--- config.mk ---
export PLATFORM = sky130hd
export DESIGN_NAME = serial_subtractor
export DESIGN_NICKNAME = d
export VERILOG_FILES = /design/src/rtl/serial_subtractor.sv
export SDC_FILE = /design/constraint.sdc
export NUM_CORES = 1
export LEC_CHECK = 0
export ABC_AREA = 1
export CAP_MARGIN = 20
export CORE_UTILIZATION = 55
export DETAILED_ROUTE_END_ITERATION = 6
export DONT_BUFFER_PORTS = 1
export PLACE_DENSITY = 0.7
export SLEW_MARGIN = 20
export SYNTH_ARGS = -nofsm -noshare
export SYNTH_HDL_FRONTEND = slang
export SYNTH_SLANG_ARGS = --single-unit
--- constraint.sdc ---
create_clock -name clk -period 2.1 [get_ports clk]
set_input_delay 0.21 -clock clk [delete_from_list [all_inputs] [get_ports clk]]
set_output_delay 0.21 -clock clk [all_outputs]
set_load 0.01 [all_outputs]
--- src/rtl/serial_subtractor.sv ---
// Bit-serial subtractor: a - b - bin, LSB first, one full-subtractor cell reused WIDTH times.
// start/done handshake; diff and bout update only when an operation completes.
module serial_subtractor #(
  parameter int unsigned WIDTH = 4
) (
  input  logic             clk,
  input  logic             reset,
  input  logic             start,
  input  logic [WIDTH-1:0] a,
  input  logic [WIDTH-1:0] b,
  input  logic             bin,
  output logic             busy,
  output logic             done,
  output logic [WIDTH-1:0] diff,
  output logic             bout
);

  localparam int unsigned CNT_W = (WIDTH > 2) ? $clog2(WIDTH) : 1;

  typedef enum logic [1:0] {
    IDLE  = 2'd0,
    SHIFT = 2'd1,
    DONE  = 2'd2
  } state_t;

  state_t state;
  state_t next_state;

  logic [WIDTH-1:0] sa;
  logic [WIDTH-1:0] sb;
  logic [WIDTH-1:0] res;
  logic             borrow;
  logic [CNT_W-1:0] count;

  logic             d_c;
  logic             borrow_next_c;
  logic             last_bit_c;
  logic             busy_next_c;
  logic             done_next_c;

  // Single full-subtractor cell operating on the current LSBs
  always_comb begin
    d_c           = sa[0] ^ sb[0] ^ borrow;
    borrow_next_c = (~sa[0] & sb[0]) | (~(sa[0] ^ sb[0]) & borrow);
    last_bit_c    = (count == CNT_W'(WIDTH - 1));
  end

  // State register
  always_ff @(posedge clk or posedge reset) begin
    if (reset) begin
      state <= IDLE;
    end else begin
      state <= next_state;
    end
  end

  // Next-state logic
  always_comb begin
    next_state = state;
    case (state)
      IDLE:    if (start) next_state = SHIFT;
      SHIFT:   if (last_bit_c) next_state = DONE;
      DONE:    next_state = IDLE;
      default: next_state = IDLE;
    endcase
  end

  // Output decode from the upcoming state so busy/done can be registered
  always_comb begin
    busy_next_c = 1'b0;
    done_next_c = 1'b0;
    case (next_state)
      SHIFT:   busy_next_c = 1'b1;
      DONE: begin
        busy_next_c = 1'b1;
        done_next_c = 1'b1;
      end
      default: begin
        busy_next_c = 1'b0;
        done_next_c = 1'b0;
      end
    endcase
  end

  always_ff @(posedge clk or posedge reset) begin
    if (reset) begin
      busy <= 1'b0;
      done <= 1'b0;
    end else begin
      busy <= busy_next_c;
      done <= done_next_c;
    end
  end

  // Operand capture, bit-serial shifting and result publication
  always_ff @(posedge clk or posedge reset) begin
    if (reset) begin
      sa     <= '0;
      sb     <= '0;
      res    <= '0;
      borrow <= 1'b0;
      count  <= '0;
      diff   <= '0;
      bout   <= 1'b0;
    end else begin
      case (state)
        IDLE: begin
          if (start) begin
            sa     <= a;
            sb     <= b;
            borrow <= bin;
            count  <= '0;
          end
        end
        SHIFT: begin
          sa     <= sa >> 1;
          sb     <= sb >> 1;
          res    <= {d_c, res[WIDTH-1:1]};
          borrow <= borrow_next_c;
          count  <= count + CNT_W'(1);
          if (last_bit_c) begin
            diff <= {d_c, res[WIDTH-1:1]};
            bout <= borrow_next_c;
          end
        end
        default: begin
        end
      endcase
    end
  end

endmodule

## After elaboration in Yosys (flattened, before gate mapping)

Index checks and enable logic that the tools add are counted.

- Register bits after elaboration: 24

- Multiplexer cells: 13
- Add/sub/neg operators: 1
- Bitwise operators: 7
- Eq/ne operators: 5
- Reductions and logical operators: 5

Operators by type and width:

| cell | number |
|---|---|
| case mux 4 bit (2 select lines) | 2 |
| two-way mux 4 bit | 2 |
| case mux 2 bit (2 select lines) | 2 |
| two-way mux 2 bit | 3 |
| == test 2 x 1 -> 1 bit (second input constant) | 2 |
| == test 2 bit (second input constant) | 2 |
| AND reduction 2 bit | 2 |
| two-way mux 1 bit | 3 |
| adder 2 x 1 -> 2 bit (second input constant) | 1 |
| bitwise AND 1 bit | 2 |
| zero test 2 bit | 1 |
| != test 2 bit (second input constant) | 1 |
| inverter 1 bit | 2 |
| case mux 1 bit (2 select lines) | 1 |
| nonzero test 2 bit | 1 |
| OR reduction 2 bit | 1 |
| bitwise XOR 1 bit | 2 |
| bitwise OR 1 bit | 1 |

## Depth between registers and ports, before layout

Gate-level depths: netlist of the first run.

- Word-level depth: 6
- Depth in mapped cells: 7
- Mapped depth without buffers: 6

## Worst setup path after synthesis of the first run

OpenSTA, ideal clock, no wires.

- Path kind: register -> register
- From: reg state[1]
- To: reg busy
- Setup time: 113 ps
- Required time: 1,987 ps
- Stages on the path, launching flop included: 8
- Path slack: 844 ps
- Arrival: 1,143 ps
- Path through: dfrtp_1 -> inv_4 -> nand2_4 -> nand2_4 -> buf_6 -> nand2_2 -> ha_1 -> inv_1

- Word-level cells in the longest chain between the ends: 5

RTL lines:

| what | line | source |
|---|---|---|
| start: declaration | 26 | `state_t state;` |
| start signal: assignment | 53 | `state <= next_state;` |
| == test 2 x 1 -> 1 bit, or another cell as far along | 60 | `case (state)` |
| case mux 2 bit (2 select lines) * | 60 |  |
| == test 2 bit / == test 2 x 1 -> 1 bit (equally long branches) | 72 | `case (next_state)` |
| OR reduction 2 bit (no line) * | -- |  |
| two-way mux 1 bit * | 72 |  |
| named net busy_next_c | 38 | `logic busy_next_c;` |
| end signal: assignment | 90 | `busy <= busy_next_c;` |
| end: declaration | 12 | `output logic busy,` |

The timed path passes the listed nets; every way through them passes the cells marked *.
A chain may end at the register's enable or synchronous reset.

## Worst setup path after layout of the first run

- From: reg state[0]
- To: reg busy

- Word-level cells in the longest chain between the ends: 5

RTL lines:

| what | line | source |
|---|---|---|
| == test 2 x 1 -> 1 bit / zero test 2 bit (equally long branches) | 60 |  |
| case mux 2 bit (2 select lines) * | 60 |  |
| named net next_state[1] | 27 | `state_t next_state;` |
| == test 2 bit / == test 2 x 1 -> 1 bit (equally long branches) | 72 |  |
| OR reduction 2 bit (no line) * | -- |  |
| two-way mux 1 bit * | 72 |  |
| named net busy_next_c | 38 |  |

Marked as above.

==> results of run 1 <==
worst max-delay path by stage:
stage	cells after the start	endpoint
CTS	6	busy
floorplan	7	busy
global route	6	busy
detailed placement	6	busy
global placement	6	busy
finish	6	busy
final cells by class:
class | instances | area [um^2]
repair buffers | 1 | 10.01
clock buffers | 4 | 26.28
multi-input cells | 73 | 391.6
fillers | 158 | 655.6
well taps | 25 | 31.28
inverters | 24 | 92.59
flip-flops and latches | 23 | 575.6
metrics by stage:
| step | cells | hold slack [ns] | total power (W) | cell area [um^2] |
|---|---|---|---|---|
| after floorplan | 123 | 0.2119 | 0.001459 | 1090 |
| after global placement | 145 | 0.3039 | 0.001548 | 1091 |
| after detailed placement | 145 | 0.3214 | 0.001580 | 1091 |
| after CTS | 150 | 0.02663 | 0.001786 | 1127 |
| after global routing | 150 | 0.03326 | 0.001934 | 1127 |
| final | 150 | 0.03560 | 0.001767 | 1127 |
cell usage after synthesis:
library cell  count  area (um^2)
o21ai_0           7        35.03
inv_1            22        82.58
fa_1              1        20.02
nand2_2           2        12.51
inv_2             1        3.750
o21ai_2           1        8.760
nand2_4           3        33.78
nand3_1          13        65.06
ha_1              2        25.02
inv_4             1        6.260
a21oi_4           1        16.27
nand2_1          39        146.4
nand3_2           1        10.01
dfrtp_1          23        575.6
buf_6             2        22.52
buf_4             1        7.510
nor2_1            2        7.510
nor2_4            1        11.26
what timing repair did:
action                                 in CTS  in global routing
hold buffers                                1                  0
setup endpoints to repair                   0                  0
endpoints found under the hold margin      23                  0
resized for setup                           0                  0
per-layer routing:
layer,vias to the layer above,part of all wire,wire length [um],track usage
met5,-,0,0,0
li1,374,-,-,-
met4,0,0.014,27,0.08824
met2,17,0.47,896,0.3250
met3,4,0.038,72,0.02745
met1,356,0.47,892,0.2725
worst max-delay path: stages (launching register included):
cell and delay [ns]:
dfrtp_1 0.60, inv_1 0.13, nor2_4 0.15, nand2_2 0.13, inv_1 0.15, ha_1 0.24, inv_1 0.05
power by group:
group / internal, W / switching, W
clock network: 0.0000741 / 0.000125
registers: 0.000646 / 0.000179
logic: 0.000273 / 0.000471
cells by family (layout without fill, tap and decap cells):
group | count (synthesis) | in the layout | synth area share
DFF | 23 | 23 | 0.5281
AOI/OAI and AO/OA | 9 | 9 | 0.05511
buffers and inverters | 27 | 29 | 0.1125
adders and majority gates | 3 | 3 | 0.04133
and+or+nand+nor | 61 | 61 | 0.2629
flip-flops by register name, summed over array words and instances (netlist names):
signal	count
borrow	1
done	1
state	2
count	2
busy	1
res	3
diff	4
sb	4
sa	4
bout	1
==> metrics, run 1 <==
status complete, no violations; Worst slew margin 0.4377; post-layout util 0.6323; CTS H-Tree Depth 1; first-pass GRT wire length about 3100 um; layout cells sized above 1 0.1120; Crit Path Max Fanout 11; drt pass-1 iters 4; Critical Path Source state[0]; dpl hpwl approximately 1400 um; R2R Path Start state[0]; die area 0.002164 mm^2; worst skew pair latency approximately 0.3 ns; reg-to-reg slack, setup 0.59 ns; CTS Buffer Depth 2; die height 46.52 um; routability cong. 0.7770; hold depth 2; CTS root buffer clkbuf_4; vias in the first global route 726; via count 751; DR WL/cell 12.58 um; clk sink count 23; Max Slew Vio Count 0; reg2reg path depth 6; post-route DRC violation count 0; Via density 5.007; initial antenna violation count 0; area grow syn2layout 3.444%; min-delay worst type input pin to flop; Worst Setup End Kind flop; FMAX 0.6635 GHz; mapped cell area 0.001090 mm^2; Syn Inst Count 123; hold_sp b[3]; total CTS buffers 3; min Tclk post-route 1.507 ns; unrepaired setup endpoints after global routing false; WS Path Type flop to flop; Crit path arrival time roughly 1.8 ns; Net Count, Synth about 140; core footprint about 0.0018 mm^2; final antenna-violating net count 0; Critical Path Start Type flop; I/O Buffers 0; most common library cell in the layout ignoring fill and taps nand2_1; pwr/cell area 1568 mW/mm^2; die width 46.52 um; Diodes inserted 0; CTS clk-pin slew, worst paths 0.12 ns; maxcap violations 0; Setup Buffers After CTS 0; Core Rows 15; global route overflow 0; Post-Syn Area per Cell 8.860 um^2; Slew @ Worst Pin 0.8426 ns; Synth cell types 18; CTS tree yes; Final Hold Viols 0; Worst Skew 0.004289 ns; sequential element share of the synthesized area 0.5281; RR Endpoint busy; setup ws final around 0.59 ns; Initial DRC Count 18; CP required 2.35 ns; Initial Util 0.6112; largest net degree at the start of global routing 24; Leak approximately 0.63 nW; Global Route Usage Sum 0.2033; synth warn 0; Setup TNS 0 ns; Final setup viols 0; I/O pin cnt 19; Max VDD drop approximately 880 uV; Final nets 141; Final Cycle Share 0.7176; Setup WS pre-CTS around 0.63 ns; WHS Endpoint sb[3]; final wirelength 1887 um; Seq cells post-synth 23; most frequent cells in the layout nand2_1 (39), dfrtp_1 (23), inv_1 (22), nand3_1 (13), o21ai_0 (7)
Power figures use the tool's default switching activity.
==> inputs of run 2 (changes only) <==
- clock period: 2.1 -> 1.4 ns (I/O delays scaled with it)
==> metrics, run 2 (synthesis gave the netlist of run 1 again) <==
CTS Buffer Depth 2; CTS H-Tree Depth 1; Worst Skew 0.0004780 ns; Post-CTS Resized 0; die height about 47 um; FMAX 0.8117 GHz; Critical Path Start Type flop; area grow syn2layout 9.529%; Setup TNS 0 ns; Via density between 4 and 5; Leak 0.6665 nW; Crit Path Max Fanout 2; drt pass-1 iters 4; status complete, no violations; pwr/cell area 2290 mW/mm^2; Post-Layout Cell Count between 150 and 200; dpl hpwl 1303 um; Max Slew Vio Count 0; Final Hold Viols 0; via count 758; die width 46.52 um; Worst slew margin 0.8090; Core Rows 15; total CTS buffers 3; Crit path arrival time around 1.5 ns; die area 0.002164 mm^2; most frequent cells in the layout nand2_1 (39), dfrtp_1 (23), inv_1 (22), nand3_1 (13), o21ai_0 (7); Max VDD drop 1328 uV; min-delay worst type input pin to flop; # fillers 158; min Tclk post-route 1.232 ns; Initial Util 0.6112; Final Cycle Share 0.8800; Global Route Usage Sum 0.1905; core footprint approximately 0.0018 mm^2; most common library cell in the layout ignoring fill and taps nand2_1; vias in the first global route 695; Final setup viols 0; first-pass GRT wire length 2877 um; WS Path Type flop to flop; I/O pin cnt 19; layout cells sized above 1 0.1579; Setup Buffers After CTS 0; CTS root buffer clkbuf_4; Diodes inserted 0; I/O Buffers 0; unrepaired setup endpoints after global routing false; Top Registers diff x4, sa x4, sb x4; DR WL/cell 11.15 um; final antenna-violating net count 0; placed cells roughly 150; Initial DRC Count 17; post-route DRC violation count 0; CTS clk-pin slew, worst paths ~0.13 ns; worst skew pair latency 0.31 ns; global route overflow 0; final wirelength 1761 um; CP required around 1.6 ns; Final nets approximately 150; # hold bufs at CTS 3; clk sink count 23; initial antenna violation count 0; Slew @ Worst Pin about 0.29 ns; routability cong. 0.7541; largest net degree at the start of global routing 24; maxcap violations 0; Worst Setup End Kind flop; CTS tree yes
## run 2: cell types whose count changed in the layout (fill, tap and decap cells not counted)
cell,delta
clkinv_2,+1
dlygate4sd3_1,+2
buf_4,+6
clkbuf_1,-1
## run 2: path summary, 6_finish.rpt
kind | start | end | slack (ns) | cells past startpoint
max reg2reg | sa[0] | res[3] | 0.17 | 3
max in group asynchronous | reset | borrow | 0.89 | 3
min in group asynchronous | reset | diff[0] | 0.29 | 3
min reg2reg | borrow | borrow | 0.50 | 2
min | a[2] | sa[2] | 0.04 | 4
max | sa[0] | res[3] | 0.17 | 3
## run 2: critical path, stage by stage (launching register included)
cell and delay (ns):
dfrtp_1 0.43, fa_1 0.54, inv_1 0.05, o21ai_0 0.15
## run 2: stage by stage
step           utilization  total power [W]  setup WS, ns  instance area [um^2]  hold WS, ns
2_1_floorplan            -         0.002189        0.1443                  1090       0.1419
3_3_place_gp        0.6372         0.002407        0.1966                  1136      0.08652
3_5_place_dp        0.6372         0.002446        0.1791                  1136      0.09029
4_1_cts             0.6695         0.002764        0.1591                  1194      0.03500
5_1_grt             0.6695         0.003008       0.07670                  1194      0.05068
6_report            0.6695         0.002734        0.1681                  1194      0.04098
## run 2: cell type report
type	count	area [um^2]	area share
clock buffers	3	22.52	0.01887
well taps	25	31.28	0.02621
clock inverters	1	5.005	0.004193
multi-input cells	73	391.6	0.3281
inverters	24	92.59	0.07757
flip-flops and latches	23	575.6	0.4822
repair buffers	9	75.07	0.06289
## run 2: metal layers
layer / GRT usage / vias up / routed length [um]
met3: 0.03529 / 2 / 49
met4: 0.07059 / 0 / 4
met1: 0.2481 / 348 / 859
li1: - / 391 / -
met2: 0.3111 / 17 / 848
met5: 0 / - / 0
## run 2: report_power, final
group | switching (W) | internal (W) | total (W)
Sequential | 0.000232 | 0.000969 | 0.00120
Clock | 0.000202 | 0.000107 | 0.000309
Combinational | 0.000729 | 0.000496 | 0.00122
==> inputs of run 3 (changes only) <==
- RECOVER_POWER: default -> 100
- SETUP_SLACK_MARGIN: default -> 0.4
==> metrics, run 3 (synthesis gave the netlist of run 1 again) <==
status complete, no violations; routability cong. 0.7441; Comb pwr share 0.555; Switching Fraction 0.4354; via count between 800 and 900; Max VDD drop 1456 uV; Worst Skew 0.002837 ns; most frequent cells in the layout nand2_1 (31), dfrtp_1 (23), inv_1 (19); initial antenna violation count 0; layout cells sized above 1 0.3333; total CTS buffers 3; area grow syn2layout 28.47%; Max stage delay on crit path about 0.52 ns; final wirelength between 2000 and 2500 um; vias in the first global route 795; dpl hpwl 1348 um; Critical Path Start Type flop; global route overflow 0; Global Route Usage Sum 0.2453; P_sw 0.001519 W; unrepaired setup endpoints after global routing true; Worst Setup End Kind flop; I/O pin cnt 19; clk sink count 23; DR WL/cell 14.02 um; die height 46.52 um; die width 46.52 um; min-delay worst type input pin to flop; pwr/cell area 2492 mW/mm^2; CTS Buffer Depth 2; CTS clk-pin slew, worst paths roughly 0.13 ns; WS Path Type flop to flop; drt pass-1 iters 4; first-pass GRT wire length approximately 3600 um; CTS root buffer clkbuf_4; setup ws final 0.1535 ns; Diodes inserted 0; Initial Util 0.6112; most common library cell in the layout ignoring fill and taps nand2_1; Cell Chain, Critical Path nand2_8 -> nand2_8 -> buf_12 -> buf_8 -> o21ai_0; internal power 0.001970 W; worst skew pair latency 0.31 ns; Final Hold Viols 0; Final setup viols 0; Seq pwr share 0.354; Worst slew margin 0.7131; final antenna-violating net count 0; Setup WS pre-CTS roughly 0.14 ns; Initial DRC Count 26; Leak about 0.74 nW; FMAX 0.8022 GHz; min Tclk post-route 1.247 ns; CTS tree yes; I/O Buffers 0; Via density 5.018; core footprint 0.001783 mm^2; maxcap violations 0; Setup TNS 0 ns; Top Registers diff x4, sa x4, sb x4; die area about 0.0022 mm^2; Final nets 157; Core Rows 15; slowest CP cell dfrtp_1; Crit path arrival time 1.48 ns; Critical Path Most Common Cell nand2_8; Final Cycle Share 0.8904; post-route DRC violation count 0; Slew @ Worst Pin 0.4298 ns; Clock Power Share 0.090; CTS H-Tree Depth 1; CP required 1.63 ns; Crit Path Max Fanout 8; largest net degree at the start of global routing 14; Max Slew Vio Count 0
run 3: cell count changes in the layout (fill, tap and decap cells not counted), moves of 5 or more:
cell and delta:
nand2_1 -8, buf_6 +6, nand3_1 -6, nand3_2 +6, nand2_2 +5
run 3: area by class of cell:
cell class / count / area [um^2]
multi-input cells: 73 / 489.2
repair buffers: 17 / 175.2
clock buffers: 4 / 26.28
inverters: 24 / 102.6
flip-flops and latches: 23 / 575.6
well taps: 25 / 31.28
fillers: 110 / 382.9
run 3: final timing paths:
check / startpoint / to / slack [ns] / cells past startpoint
setup reg to reg: state[0] / sa[3] / 0.15 / 5
max in group asynchronous: reset / sa[0] / 0.47 / 3
setup / recovery: state[0] / sa[3] / 0.15 / 5
hold / removal: bin / borrow / 0.04 / 4
min in group asynchronous: reset / diff[1] / 0.25 / 2
hold reg to reg: borrow / borrow / 0.50 / 2
run 3: stage by stage:
stage / total power, W / util / instance area (um^2) / hold WS [ns] / std cells
finish: 0.003489 / 0.7853 / 1400 / 0.04432 / 166
global route: 0.003722 / 0.7853 / 1400 / 0.04605 / 166
CTS: 0.003242 / 0.7558 / 1348 / 0.03311 / 165
detailed placement: 0.002498 / 0.6442 / 1149 / 0.05594 / 150
global placement: 0.002442 / 0.6442 / 1149 / 0.03491 / 150
floorplan: 0.002270 / - / 1117 / 0.1419 / 123
run 3: power by group through the flow:
| stage | Clock (W) | Combinational [W] | Sequential [W] |
|---|---|---|---|
| after global placement | 0 | 0.00124 | 0.00121 |
| after detailed placement | 0 | 0.00128 | 0.00122 |
| final | 0.000315 | 0.00194 | 0.00124 |
| after floorplan | 0 | 0.00111 | 0.00116 |
| after CTS | 0.000323 | 0.00172 | 0.00120 |
| after global routing | 0.000350 | 0.00210 | 0.00127 |
run 3: critical path: cells and delay by family (launching register included):
kind,cells,cell delay [ns]
simple gates,2,0.22
buf+inv,2,0.26
flops,1,0.52
compound gates,1,0.15
run 3: what timing repair did:
item | in CTS | in global routing
gates resized for setup | 22 | 20
setup endpoints to repair | 21 | 21
hold endpoints to repair | 12 | 0
cloned | 1 | 0
pin swaps | 13 | 5
setup buffers | 7 | 1
hold buffers | 3 | 0
run 3: routing by layer:
layer  up-vias  GRT usage  part of all wire
li1        408          -                 -
met1       400     0.3127              0.46
met2        23     0.4000              0.49
met3         2    0.04706             0.038
met4         0     0.1059            0.0064
met5         -          0                 0
